<file path="src/rtl/core_dout_tx_pkg.sv">
// Shared definitions for the core result link (transmitter and output processor).
package core_dout_tx_pkg;

    localparam int INDEX_W       = 16;
    localparam int PKT_LEN_SHORT = 2;
    localparam int PKT_LEN_LONG  = 6;

    // Nibble field positions
    localparam int NIB_START_BIT = 0;   // in n0
    localparam int NIB_BC_BIT    = 0;   // in n1
    localparam int NIB_EQ_BIT    = 1;   // in n1

    localparam logic [3:0] NIB_START = 4'(1 << NIB_START_BIT);
    localparam logic [3:0] NIB_IDLE  = 4'h0;

    // Last value of the index-nibble counter in a long packet
    localparam logic [1:0] DATA_LAST = 2'(PKT_LEN_LONG - PKT_LEN_SHORT - 1);

    // FSM encodings
    localparam logic [1:0] ST_IDLE  = 2'd0;
    localparam logic [1:0] ST_START = 2'd1;
    localparam logic [1:0] ST_FLAGS = 2'd2;
    localparam logic [1:0] ST_DATA  = 2'd3;

    typedef struct packed {
        logic               equal;
        logic               batch_complete;
        logic [INDEX_W-1:0] index;
    } result_t;

    localparam int RESULT_W = $bits(result_t);

    function automatic logic [3:0] flags_nibble(input result_t r);
        logic [3:0] n;
        n             = 4'h0;
        n[NIB_EQ_BIT] = r.equal;
        n[NIB_BC_BIT] = r.batch_complete;
        return n;
    endfunction

    // Index nibbles go out most significant first: sel 0 -> index[15:12]
    function automatic logic [3:0] index_nibble(input logic [INDEX_W-1:0] idx,
                                                input logic [1:0]         sel);
        return idx[4*(3-int'(sel)) +: 4];
    endfunction

endpackage

</file>
<file path="src/rtl/core_dout_tx_if.sv">
// Result-write side and nibble-link side of the core transmitter.
interface core_dout_tx_if;
    import core_dout_tx_pkg::*;

    logic               wr_en;
    logic               equal;
    logic               batch_complete;
    logic [INDEX_W-1:0] index;
    logic               full;
    logic               idle;
    logic [3:0]         core_dout;
    logic               core_dout_ready;
    logic               err_cmd;
    logic               err_overflow;

    modport master (
        output wr_en, equal, batch_complete, index, core_dout_ready,
        input  full, idle, core_dout, err_cmd, err_overflow
    );

    modport slave (
        input  wr_en, equal, batch_complete, index, core_dout_ready,
        output full, idle, core_dout, err_cmd, err_overflow
    );

endinterface

</file>
<file path="src/rtl/core_dout_tx_buf.sv">
// First-word-fall-through FIFO holding pending comparator results.
module result_buf #(
    parameter int ADDR_BITS = 1,
    parameter int DATA_W    = 18
) (
    input  logic              CLK,
    input  logic              RST,
    input  logic              wr_en,
    input  logic [DATA_W-1:0] din,
    input  logic              rd_en,
    output logic [DATA_W-1:0] dout,
    output logic              empty,
    output logic              full
);
    localparam int DEPTH = 1 << ADDR_BITS;

    logic [DATA_W-1:0]  r_mem [DEPTH];
    logic [ADDR_BITS:0] r_wr_ptr;
    logic [ADDR_BITS:0] r_rd_ptr;
    logic               w_wr;
    logic               w_rd;

    // A pop frees a slot in the same cycle, so a write while full is taken if paired with a pop
    assign w_wr  = wr_en && (!full || rd_en);
    assign w_rd  = rd_en && !empty;
    assign empty = (r_wr_ptr == r_rd_ptr);
    assign full  = ({~r_wr_ptr[ADDR_BITS], r_wr_ptr[ADDR_BITS-1:0]} == r_rd_ptr);
    assign dout  = r_mem[r_rd_ptr[ADDR_BITS-1:0]];

    // Storage array, data only
    always_ff @(posedge CLK) begin
        if (w_wr) r_mem[r_wr_ptr[ADDR_BITS-1:0]] <= din;
    end

    // Read/write pointers with wrap bit
    always_ff @(posedge CLK) begin
        if (RST) begin
            r_wr_ptr <= '0;
            r_rd_ptr <= '0;
        end else begin
            if (w_wr) r_wr_ptr <= r_wr_ptr + 1'b1;
            if (w_rd) r_rd_ptr <= r_rd_ptr + 1'b1;
        end
    end

endmodule

</file>
<file path="src/rtl/core_dout_tx.sv">
// Core-side result transmitter: buffers results and serializes each one as a nibble packet.
module core_dout_tx
    import core_dout_tx_pkg::*;
#(
    parameter int BUF_ADDR_BITS = 1
) (
    input  logic           CLK,
    input  logic           RST,
    core_dout_tx_if.slave  bus
);
    result_t    w_wr_data;
    result_t    w_head;
    logic       w_valid_cmd;
    logic       w_push;
    logic       w_empty;
    logic       w_full;
    logic       w_launch;

    logic [1:0] r_state;
    logic [1:0] r_cnt;
    logic [3:0] r_dout;
    result_t    r_hold;
    logic       r_armed;
    logic       r_err_cmd;
    logic       r_err_overflow;

    assign w_valid_cmd = bus.equal || bus.batch_complete;
    assign w_push      = bus.wr_en && w_valid_cmd;
    assign w_wr_data   = '{equal: bus.equal, batch_complete: bus.batch_complete, index: bus.index};
    // Only start on a ready seen low since the last packet began
    assign w_launch    = (r_state == ST_IDLE) && !w_empty && bus.core_dout_ready && r_armed;

    result_buf #(
        .ADDR_BITS (BUF_ADDR_BITS),
        .DATA_W    (RESULT_W)
    ) u_buf (
        .CLK   (CLK),
        .RST   (RST),
        .wr_en (w_push),
        .din   (w_wr_data),
        .rd_en (w_launch),
        .dout  (w_head),
        .empty (w_empty),
        .full  (w_full)
    );

    // Packet sequencer: one nibble registered per cycle, 4'h0 between packets
    always_ff @(posedge CLK) begin
        if (RST) begin
            r_state <= ST_IDLE;
            r_cnt   <= 2'd0;
            r_dout  <= NIB_IDLE;
        end else begin
            case (r_state)
                ST_IDLE: begin
                    if (w_launch) begin
                        r_dout  <= NIB_START;
                        r_state <= ST_START;
                    end else begin
                        r_dout  <= NIB_IDLE;
                    end
                end
                ST_START: begin
                    r_dout  <= flags_nibble(r_hold);
                    r_state <= ST_FLAGS;
                end
                ST_FLAGS: begin
                    if (r_hold.equal) begin
                        r_dout  <= index_nibble(r_hold.index, 2'd0);
                        r_cnt   <= 2'd0;
                        r_state <= ST_DATA;
                    end else begin
                        r_dout  <= NIB_IDLE;
                        r_state <= ST_IDLE;
                    end
                end
                ST_DATA: begin
                    // r_cnt names the index nibble currently on the link
                    if (r_cnt == DATA_LAST) begin
                        r_dout  <= NIB_IDLE;
                        r_state <= ST_IDLE;
                    end else begin
                        r_dout  <= index_nibble(r_hold.index, r_cnt + 2'd1);
                        r_cnt   <= r_cnt + 2'd1;
                    end
                end
                default: begin
                    r_dout  <= NIB_IDLE;
                    r_state <= ST_IDLE;
                end
            endcase
        end
    end

    // Holding register for the packet in flight
    always_ff @(posedge CLK) begin
        if (w_launch) r_hold <= w_head;
    end

    // Armed: cleared on start nibble, re-armed by any sampled ready=0
    always_ff @(posedge CLK) begin
        if (RST)                       r_armed <= 1'b1;
        else if (w_launch)             r_armed <= 1'b0;
        else if (!bus.core_dout_ready) r_armed <= 1'b1;
    end

    // Sticky error flags
    always_ff @(posedge CLK) begin
        if (RST) begin
            r_err_cmd      <= 1'b0;
            r_err_overflow <= 1'b0;
        end else begin
            if (bus.wr_en && !w_valid_cmd)         r_err_cmd      <= 1'b1;
            if (w_push && w_full && !w_launch)     r_err_overflow <= 1'b1;
        end
    end

    assign bus.core_dout    = r_dout;
    assign bus.full         = w_full;
    assign bus.idle         = w_empty && (r_state == ST_IDLE);
    assign bus.err_cmd      = r_err_cmd;
    assign bus.err_overflow = r_err_overflow;

endmodule

</file>
<file path="src/flat_wrapper.sv">
// flat-port wrapper written by rule: the top's interface ports become plain ports
module core_dout_tx_flat import core_dout_tx_pkg::*;
#(
    parameter int BUF_ADDR_BITS = 1
)
  (CLK, RST, bus_wr_en, bus_equal, bus_batch_complete, bus_index, bus_core_dout_ready, bus_full, bus_idle, bus_core_dout, bus_err_cmd, bus_err_overflow);
  core_dout_tx_if bus_i ();
  input  logic CLK;
  input  logic RST;
  input wire logic [$bits(bus_i.wr_en)-1:0] bus_wr_en;
  input wire logic [$bits(bus_i.equal)-1:0] bus_equal;
  input wire logic [$bits(bus_i.batch_complete)-1:0] bus_batch_complete;
  input wire logic [$bits(bus_i.index)-1:0] bus_index;
  input wire logic [$bits(bus_i.core_dout_ready)-1:0] bus_core_dout_ready;
  output wire logic [$bits(bus_i.full)-1:0] bus_full;
  output wire logic [$bits(bus_i.idle)-1:0] bus_idle;
  output wire logic [$bits(bus_i.core_dout)-1:0] bus_core_dout;
  output wire logic [$bits(bus_i.err_cmd)-1:0] bus_err_cmd;
  output wire logic [$bits(bus_i.err_overflow)-1:0] bus_err_overflow;
  assign bus_i.wr_en = bus_wr_en;
  assign bus_i.equal = bus_equal;
  assign bus_i.batch_complete = bus_batch_complete;
  assign bus_i.index = bus_index;
  assign bus_i.core_dout_ready = bus_core_dout_ready;
  assign bus_full = bus_i.full;
  assign bus_idle = bus_i.idle;
  assign bus_core_dout = bus_i.core_dout;
  assign bus_err_cmd = bus_i.err_cmd;
  assign bus_err_overflow = bus_i.err_overflow;
  core_dout_tx #(.BUF_ADDR_BITS(BUF_ADDR_BITS)) u_core (.CLK(CLK), .RST(RST), .bus(bus_i));
endmodule
</file>
<file path="config.mk">
export PLATFORM = sky130hd
export DESIGN_NAME = core_dout_tx_flat
export DESIGN_NICKNAME = d
export VERILOG_FILES = /design/src/rtl/core_dout_tx_pkg.sv /design/src/rtl/core_dout_tx_if.sv /design/src/rtl/core_dout_tx_buf.sv /design/src/rtl/core_dout_tx.sv /design/src/flat_wrapper.sv
export SDC_FILE = /design/constraint.sdc
export NUM_CORES = 1
export LEC_CHECK = 0
export BUFFER_PORTS_ARGS = -buffer_cell sky130_fd_sc_hd__buf_2
export CAP_MARGIN = 20
export CORE_AREA = 2 2 70 72
export CTS_CLUSTER_DIAMETER = 150
export DETAILED_ROUTE_END_ITERATION = 7
export DIE_AREA = 0 0 72 74
export GPL_TIMING_DRIVEN = 1
export HOLD_SLACK_MARGIN = 0.06
export MAX_ROUTING_LAYER = met4
export PLACE_DENSITY = 0.82
export SYNTH_ARGS = -nofsm -noshare
export SYNTH_HDL_FRONTEND = slang
export SYNTH_HIERARCHICAL = 1
export SYNTH_SLANG_ARGS = --single-unit
export TNS_END_PERCENT = 30
</file>
<file path="constraint.sdc">
create_clock -name CLK -period 5.3 [get_ports CLK]
set_clock_uncertainty 0.2 [all_clocks]
set_input_delay 0.795 -clock CLK [delete_from_list [all_inputs] [get_ports CLK]]
set_output_delay 0.795 -clock CLK [all_outputs]
set_load 0.005 [all_outputs]
</file>
; Word level (Yosys, flattened, before mapping)
; Memory sizes are Yosys's and may differ from the RTL's. A register that Yosys moved wholly into a read port is not among the register bits.
; Cells that the tools add are included.
[totals]
regBits = 15
ram_bits = 36
input_bits = 22
output_inout_bits = 8
word_cells = 61
memories = 1
[mem_list]
columns = name, depth, width, read_ports, rd_ports_with_merged_regs, wr, line
row1 = u_core.u_buf.r_mem, 2, 18, 1, 1, 1, core_dout_tx_buf.sv:17  ; logic [DATA_W-1:0] r_mem [DEPTH];
[op_classes]
add_sub_neg = 4
n_eq_ne = 11
n_shift = 1
muxes = 15
bitwise_logic = 1
n_reduce_logical = 20
[op_table]
columns = cell, count
row1 = 16-bit by 32-bit variable part select with 4-bit output, 1
row2 = 4-bit one-hot mux with 4 select lines, 1
row3 = 1-bit logical AND, 10
row4 = 2-bit 2-to-1 mux, 5
row5 = 4-bit 2-to-1 mux, 2
row6 = 2-bit one-hot mux with 4 select lines, 1
row7 = 2-bit by 1-bit adder with 2-bit output (second input constant), 3
row8 = 2-bit equality test (second input constant), 3
row9 = 2-bit by 1-bit != test with 1-bit output (second input constant), 3
row10 = 1-bit 2-to-1 mux, 5
row11 = 2-bit equality test, 2
row12 = 1-bit logical NOT, 4
row13 = 2-bit != test (second input constant), 2
row14 = 2-bit one-hot mux with 2 select lines, 1
row15 = 3-bit AND reduction, 1
row16 = 2-bit by 2-bit subtractor with 3-bit output (first input constant), 1
row17 = 2-bit by 1-bit equality test with 1-bit output (second input constant), 1
row18 = 2-bit logical NOT, 1
row19 = 1-bit logical OR, 2
row20 = 2-bit AND reduction, 1
row21 = 2-bit nonzero test, 1
row22 = 1-bit NOT, 1

; Longest topological paths before layout
; Gate-level depths: netlist (run 1).
[depth]
depth_word = 9
mapped_depth = 10

; Cells and area by module
; The synthesis (run 1) kept the hierarchy.
[modules_own_cells]
columns = mod, instances, cells_per_inst, area_per_inst_um2, seq_area_each_um2
row1 = result_buf, 1, 91, 1589.0, 1181.1
row2 = core_dout_tx, 1, 86, 1158.6, 760.7

; Worst setup path after synthesis (run 1)
; Ideal clock, no wire load.
[synth_timing]
path_kind = reg2reg
start = reg u_core.u_buf.r_wr_ptr[1]
end = mem u_core.u_buf.r_mem[1][0], enable pin
setup_time_ns = 0.399
arrival_ns = 2.447
t_required_ns = 4.701
slack_ns = 2.254
stages_incl_launch_ff = 9
period_less_slack_ns = 3.046
cell_sequence = dfxtp_1 xor2_1 nor2_1 nor3_2 nand3_2 clkinv_1 buf_6 nor2b_1 a21oi_1
[synth_between]
elab_chain_len = 9
[synth_rtl]
columns = element, line
row1 = from (decl), core_dout_tx_buf.sv:18  ; logic [ADDR_BITS:0] r_wr_ptr;
row2 = from (signal assigned), core_dout_tx_buf.sv:41  ; if (w_wr) r_wr_ptr <= r_wr_ptr + 1'b1;
row3 = 2-bit equality test, core_dout_tx_buf.sv:26  ; assign empty = (r_wr_ptr == r_rd_ptr);
row4 = net u_core.w_empty, core_dout_tx.sv:15  ; logic w_empty;
row5 = 1-bit logical NOT, core_dout_tx.sv:31  ; assign w_launch = (r_state == ST_IDLE) && !w_empty && bus.core_dout_ready && r_armed;
row6 = 1-bit logical AND (3 in series), core_dout_tx.sv:31
row7 = net u_core.w_launch, core_dout_tx.sv:17  ; logic w_launch;
row8 = 1-bit logical OR, core_dout_tx_buf.sv:24  ; assign w_wr = wr_en && (!full || rd_en);
row9 = 1-bit logical AND, core_dout_tx_buf.sv:24
row10 = 1-bit 2-to-1 mux, core_dout_tx_buf.sv:32  ; if (w_wr) r_mem[r_wr_ptr[ADDR_BITS-1:0]] <= din;
row11 = 1-bit 2-to-1 mux (implied by the code), core_dout_tx_buf.sv:32
row12 = to (decl), core_dout_tx_buf.sv:17
; The timed path passes the listed nets, and every way through them passes these cells.

; Final worst setup path (run 1)
[layout_timing]
start = reg u_core.u_buf.r_rd_ptr[0]
end = mem u_core.u_buf.r_mem[0][0], enable pin
[layout_between]
elab_chain_len = 9
[layout_rtl]
columns = element, line
row1 = from (decl), core_dout_tx_buf.sv:19  ; logic [ADDR_BITS:0] r_rd_ptr;
row2 = from (signal assigned), core_dout_tx_buf.sv:42  ; if (w_rd) r_rd_ptr <= r_rd_ptr + 1'b1;
row3 = 2-bit equality test, core_dout_tx_buf.sv:26
row4 = net u_core.w_empty, core_dout_tx.sv:15
row5 = 1-bit logical NOT, core_dout_tx.sv:31
row6 = 1-bit logical AND (3 in series), core_dout_tx.sv:31
row7 = net u_core.w_launch, core_dout_tx.sv:17
row8 = 1-bit logical OR, core_dout_tx_buf.sv:24
row9 = 1-bit logical AND, core_dout_tx_buf.sv:24
row10 = 1-bit 2-to-1 mux, core_dout_tx_buf.sv:32
row11 = 1-bit 2-to-1 mux (implied by the code), core_dout_tx_buf.sv:32
; The timed path passes the listed nets, and every way through them passes these cells.

==> results of run 1 <==
state kept, by name (all words and copies together) (netlist names), named ones only:
signal and count:
u_core/u_buf/r_mem 36, u_core/r_hold 18, u_core/bus.core_dout 4, u_core/r_cnt 2, u_core/r_state 2, u_core/u_buf/r_rd_ptr 2, u_core/u_buf/r_wr_ptr 2, u_core/bus.err_cmd 1
u_core/bus.err_overflow 1, u_core/r_armed 1
kinds of logic (layout without fill, tap and decap cells):
kind of cell / after synthesis / in the layout / share of synthesized area, %
adders and majority gates: 1 / 1 / 0.4553
and+or+nand+nor: 40 / 40 / 8.198
DFF: 70 / 70 / 70.67
buffers and inverters: 15 / 53 / 3.051
AOI/OAI and AO/OA: 24 / 24 / 5.237
xor gates and xnor gates: 3 / 3 / 0.9565
muxes: 24 / 24 / 11.43
layout make-up:
| cell class | count | share of cell area (%) |
|---|---|---|
| timing repair buffer | 30 | 4.967 |
| clock buffer | 14 | 4.967 |
| tap | 54 | 2.199 |
| inverter | 7 | 0.8550 |
| sequential | 70 | 63.19 |
| clock inverter | 2 | 0.3257 |
| multi-input combinational | 92 | 23.49 |
stage by stage:
| step | util (%) | total power [uW] | setup slack [ps] | instances | hold slack, ps |
|---|---|---|---|---|---|
| finish | 66.83 | 1066 | 2263 | 269 | 275.5 |
| global route | 66.83 | 1111 | 2001 | 269 | 308.2 |
| CTS | 66.83 | 1076 | 2234 | 269 | 281.1 |
| detailed placement | 63.29 | 718.8 | 2189 | 253 | 263.6 |
| global placement | 63.29 | 712.5 | 2353 | 253 | 242.9 |
| floorplan | - | 693.8 | 2254 | 177 | 244.5 |
path summary, 6_finish.rpt:
check | endpoint | slack (ps) | cells past startpoint | startpoint
max | u_core/u_buf/r_mem[0][0] | 2260 | 6 | u_core/u_buf/r_rd_ptr[0]
min | u_core/bus.err_cmd | 280 | 2 | u_core/bus.err_cmd
max reg2reg | u_core/u_buf/r_mem[0][0] | 2260 | 6 | u_core/u_buf/r_rd_ptr[0]
min reg2reg | u_core/bus.err_cmd | 280 | 2 | u_core/bus.err_cmd
layout by cell type (no fill, tap or decap), types with 2 or more instances in the layout:
cell type	netlist	routed
a31oi_1	5	5
clkinv_1	2	2
nand2_1	7	7
or3_1	2	2
a22oi_1	2	2
nand3b_1	5	5
mux4_2	4	4
clkinv_2	0	2
nor2_1	11	11
buf_2	4	29
edfxtp_1	54	54
a21oi_1	5	5
o21ai_1	6	6
dfxtp_1	16	16
clkbuf_1	1	4
o21ai_0	2	2
inv_1	4	4
xor2_1	2	2
mux2_2	18	18
clkbuf_8	0	10
nor2b_1	5	5
report_power, final:
group	switching (uW)	total, uW	internal, uW
registers	14.2	639	625
logic	37.0	68.1	31.1
clock network	177	359	182
per-layer routing:
layer	vias to the layer above	wire, um	track usage, %
li1	731	-	-
met1	726	1803	21.42
met2	44	2069	27.26
met3	9	245	7.453
met4	0	68	7.338
met5	-	0	-
worst reg2reg max path, delay by kind of cell, from the launching register on:
family / cells / cell delay (ps)
flops: 1 / 470
buf+inv: 1 / 660
xor+xnor: 1 / 120
simple gates: 3 / 350
compound gates: 1 / 860
==> key figures, run 1 <==
Detailed routing
  – Remaining DRCs: 0
  – Detailed-route via count: 1,510
  – Drt via density: 5.613
  – Avg WL per Cell: 15.56 um
  – ANT nets after route: 0
  – Drt first pass iters: 4
  – Wirelength, routed: 4.186 mm
  – Initial DRC Count: 204

Placement
  – GPL Wtd Cong: 0.8919
  – Placed Area: 2910 um^2
  – Post-DP HPWL: 2.773 mm
  – I/O Buffers: 29

Floorplanning
  – Initial Utilization: 59.76%
  – Die ar.: 5328 um^2
  – Row cnt: 25
  – # IOs: 30
  – Die Width: 72 um
  – Core footprint: 4598 um^2
  – Height of the die: 74 um

Clocking
  – Clk buf depth: 2
  – CTS tree: done
  – Clock transition at the registers of the reported paths: 70 ps
  – CTS Root Cell: clkbuf_8
  – Worst-Skew Late Latency: 330 ps
  – Hold_buf cts: 0
  – Num CTS Buffers: 9
  – Clock sink total: 70
  – PostCTS Resize Cnt: 0
  – H-Tree Depth: 3
  – Setup Buffers After CTS: 0

Setup path
  – Setup crit end kind: flop
  – CP Launch Type: flop
  – Crit-path cells: xor2_1 -> nor2_1 -> nor3_2 -> nand3_2 -> clkinv_1 -> o31a_1
  – Arr. time, crit path: 2810 ps
  – Critical Path RT: 5070 ps
  – Worst setup path category: flop to flop
  – Slowest stage delay, CP: 850 ps
  – Bufs and invs on worst path: 1
  – Slowest CP cell: o31a_1
  – Top delay family on crit path: compound AO/OA/AOI/OAI gates
  – Crit Path Max Fanout: 28

STA
  – RSZ-0062 raised after global routing: no
  – Crit share post-route: 57.30%
  – Final setup viols: 0
  – Endpoints failing hold: 0
  – Max Clock Freq: 0.3293 GHz
  – Slew @ Worst Pin: 918.1 ps
  – Fin. max-slew vios: 0
  – Tmin final: 3037 ps
  – Setup tns final: 0 ps
  – Rel. slew slack: 38.79%

Synth
  – Ys Warns: 6
  – Synth cell types: 39
  – Top post-synthesis cells by area: edfxtp_1 59%, dfxtp_1 12%, mux2_2 7.4%
  – Post-synthesis sequential area ratio: 70.67%
  – Count leader, synth: edfxtp_1
  – Post-synth EDFFs: 54
  – Yosys reg bits: 70
  – Synth Instances: 177
  – Mapped Nets: 200
  – Cell Area, Synth: 2748 um^2
  – Synth top area share: 59.02%
  – Most used DFF post-synth: edfxtp_1
  – Area leader, netlist: edfxtp_1
  – Syn Area/Cell: 15.52 um^2
  – Post-synth top cells: 54 x edfxtp_1, 18 x mux2_2, 16 x dfxtp_1, 11 x nor2_1, 7 x nand2_1
  – Fraction of registers with async set/reset: 0%

Global routing
  – First-pass GRT wire length: 6.699 mm
  – Gr usage total: 17.92%
  – Vias in the first global route: 1,490
  – Remaining global-route overflow: 0
  – Initial antenna violation count: 0
  – Largest net degree at the start of global routing: 29

Layout
  – Storage cell area: 1942 um^2
  – Multi-input logic area: 721.9 um^2
  – Nets: 233
  – Ant diodes: 0
  – Fillers: 311
  – Final Instance Area: 3073 um^2
  – Layout cell share with drive strength beyond 1: 32.09%
  – Syn-to-layout area delta: 11.84%

Min path
  – Worst min path class: flop to flop

Power
  – IR drop worst, VDD: 0.3029 mV
  – Power per Cell Area: 346.8 nW/um^2
  – Leakage: 0.001102 uW

Outcome
  – Status: finished clean

Job
  – Maxcap violations: 0
Note: power is estimated with default switching activity, not from simulation.
==> run 2: changes to the inputs <==
ABC_AREA = 1   (was not set)
CORE_AREA = 2 2 78 80   (was 2 2 70 72)
DIE_AREA = 0 0 80 82   (was 0 0 72 74)
PLACE_DENSITY = 0.74   (was 0.82)
clock period = 2.6 ns   (was 5.3 ns; I/O delays follow)
==> run 2 against run 1 <==
Against the previous run:
- combinational power increased to 5.4 times the previous value
- non-clock buffer count increased by 22
- register-to-register slack got worse by 1800 ps
- largest power group unchanged
- total power increased by 140%
- setup slack got worse by 1800 ps
- synthesized cell count increased by 36%
- maximum frequency increased by 41%
- sequential share of layout area decreased by 7.7 points
==> key figures, run 2 <==
Setup path
  – Arr. time, crit path: 1970 ps (-840 ps)
  – Worst setup path category: flop to flop
  – Critical Path RT: 2420 ps (-2650 ps)
  – CP Launch Type: flop
  – Setup crit end kind: flop
  – Slowest CP cell: dfxtp_1
  – Slowest stage delay, CP: 390 ps (-460 ps)
  – Worst path most repeated cell: inv_1
  – Crit Path Max Fanout: 18 (-36%)
  – Crit-path cells: inv_1 -> nand2_1 -> nand2_2 -> nand2_2 -> inv_1 -> inv_1 -> nand2_4 -> nor2_4 -> inv_1 -> nand3_2 -> nand2_1 -> nor2_2 -> buf_4
  – Worst Reg-to-Reg Cells: 13 (+7)

Clocking
  – Clock transition at the registers of the reported paths: 80 ps (about the same)
  – H-Tree Depth: 3 (unchanged)
  – Worst-Skew Late Latency: 340 ps (about the same)
  – Clk buf depth: 2 (unchanged)
  – CTS tree: done
  – PostCTS Resize Cnt: 0 (unchanged)
  – Clock sink total: 70 (unchanged)
  – Num CTS Buffers: 9 (unchanged)
  – CTS Root Cell: clkbuf_8

Min path
  – Cells on Worst Hold Path: 3 (+1)
  – Worst min path class: input pin to flop

Layout
  – Most frequent cells in the layout: 54 x edfxtp_1, 53 x nand2_1, 33 x inv_1
  – Max reg flops: 36 (unchanged)
  – Nets: 321 (+38%)
  – Layout cell share with drive strength beyond 1: 27.72% (-4.4 points)
  – Syn-to-layout area delta: 19.91%
  – Final Util: 60.87% (-6.0 points)
  – Most common cell after layout, fill and taps aside: edfxtp_1
  – Ant diodes: 0 (unchanged)

Synth
  – Synth cell types: 24 (-38%)
  – Ys Warns: 6 (unchanged)
  – Mapped Nets: 264 (+32%)
  – Post-synth top cells: 54 x edfxtp_1, 53 x nand2_1, 33 x inv_1, 18 x mux2_2, 16 x dfxtp_1
  – Syn Area/Cell: 12.10 um^2 (-22%)
  – Yosys reg bits: 70 (unchanged)
  – Post-synthesis sequential area ratio: 66.58% (-4.1 points)
  – Count leader, synth: edfxtp_1
  – Top post-synthesis cells by area: edfxtp_1 56%, dfxtp_1 11%, mux2_2 6.9%
  – Post-synth EDFFs: 54 (unchanged)
  – Cell Area, Synth: 2917 um^2 (+6.1%)
  – Area leader, netlist: edfxtp_1
  – Synth Instances: 241 (+36%)
  – Fraction of registers with async set/reset: 0% (unchanged)
  – Synth top area share: 55.60% (-3.4 points)
  – Most used DFF post-synth: edfxtp_1

Power
  – IR drop worst, VDD: 0.3949 mV (+30%)
  – Leakage: 0.001407 uW (+28%)
  – Post-layout power: 2518 uW (+140%)
  – Power per Cell Area: 720.0 nW/um^2 (+110%)

Global routing
  – First-pass GRT wire length: 7.120 mm (+6.3%)
  – Initial antenna violation count: 0 (unchanged)
  – Gr usage total: 15.16% (-2.8 points)
  – Largest net degree at the start of global routing: 23 (-21%)
  – Vias in the first global route: 1,702 (+14%)
  – Remaining global-route overflow: 0 (unchanged)

Detailed routing
  – Avg WL per Cell: 11.71 um (-25%)
  – Wirelength, routed: 4.428 mm (+5.8%)
  – ANT nets after route: 0 (unchanged)
  – Drt first pass iters: 4 (unchanged)
  – Initial DRC Count: 91 (-55%)
  – Remaining DRCs: 0 (unchanged)
  – Detailed-route via count: 1,752 (+16%)
  – Drt via density: 4.635 (-17%)

STA
  – WHS: 88.72 ps (-186.7 ps)
  – Slew @ Worst Pin: 567.0 ps (-351.1 ps)
  – Endpoints failing hold: 0 (unchanged)
  – Crit share post-route: 82.60% (+25 points)
  – Max Clock Freq: 0.4656 GHz (+41%)
  – Setup ws final: 452.4 ps (-1811 ps)
  – Tmin final: 2148 ps (-889.4 ps)
  – Rel. slew slack: 62.15% (+23 points)
  – Setup tns final: 0 ps (unchanged)
  – Fin. max-slew vios: 0 (unchanged)
  – RSZ-0062 raised after global routing: no
  – Final setup viols: 0 (unchanged)

Placement
  – Pre-CTS WS: 461.9 ps (-1727 ps)
  – Post-DP HPWL: 2.842 mm (+2.5%)
  – GPL Wtd Cong: 0.8480 (-4.9%)
  – I/O Buffers: 29 (unchanged)

Job
  – Maxcap violations: 0 (unchanged)

Floorplanning
  – # IOs: 30 (unchanged)
  – Die Width: 80 um (+11%)
  – Height of the die: 82 um (+11%)
  – Core footprint: 5746 um^2 (+25%)
  – Row cnt: 28 (+12%)
  – Initial Utilization: 50.76% (-9.0 points)
  – Die ar.: 6560 um^2 (+23%)

Outcome
  – Status: finished clean
## run 2: changes by cell type after synthesis, sizes merged, moves of 4 or more
cell / previous run / this run
nand3: 2 / 16
nor2b: 5 / 0
inv: 5 / 35
mux4: 4 / 0
a21oi: 5 / 16
a31oi: 5 / 0
o21ai: 8 / 1
nand2: 8 / 58
nand3b: 5 / 0
## run 2: cell type report
type                       instances  area (um^2)
clock buffer                       9        123.9
clock inverter                     7        48.80
fill                             468         2248
inverter                          35        131.4
multi-input combinational        130        792.0
sequential                        70         1942
tap                               75        93.84
timing repair buffer              52        365.4
## run 2: power by group
part           switching [uW]  internal (uW)
sequential               82.1           1310
clock                     406            347
combinational             203            167
total                     691           1830
## run 2: final timing paths
| check | startpoint | to | slack [ps] |
|---|---|---|---|
| worst max-delay path | u_core/u_buf/r_rd_ptr[0] | u_core/u_buf/r_mem[0][4] | 450 |
| worst min-delay path | bus_wr_en | u_core/bus.err_cmd | 90 |
| worst max register to register | u_core/u_buf/r_rd_ptr[0] | u_core/u_buf/r_mem[0][4] | 450 |
| worst min register to register | u_core/bus.err_overflow | u_core/bus.err_overflow | 250 |
## run 2: worst max-delay path, delay by kind of cell, from the launching register on
family,cells,cell delay [ps]
flip-flops,1,390
buffers and inverters,5,540
AND/OR/NAND/NOR,8,670
## run 2: what timing repair did
action,4_1_cts,5_1_grt
hold buffers,19,0
endpoints found under the hold margin,37,0
setup buffers,0,0
## run 2: per-stage QoR
step                      cell area (um^2)  instances
final                                 3497        378
after global routing                  3497        378
after detailed placement              3134        343
after floorplan                       2919        241
after global placement                3134        343
after CTS                             3497        378
## run 2: cells by family (layout without fill, tap and decap cells)
logic type / Yosys count / after routing / synth area share [%]
and+or+nand+nor: 92 / 92 / 15.83
AOI/OAI and AO/OA: 18 / 18 / 3.561
muxes: 18 / 18 / 6.950
adders and majority gates: 1 / 1 / 0.4289
DFF: 70 / 70 / 66.58
buffers and inverters: 41 / 103 / 6.349
xor gates and xnor gates: 1 / 1 / 0.3004
## run 2: routing by layer
metal	vias up	track usage, %	share of wire [%]
met5	-	-	0
met4	0	9.322	2.3
met3	10	3.956	4.4
met2	38	24.25	47
li1	923	-	-
met1	781	17.15	47
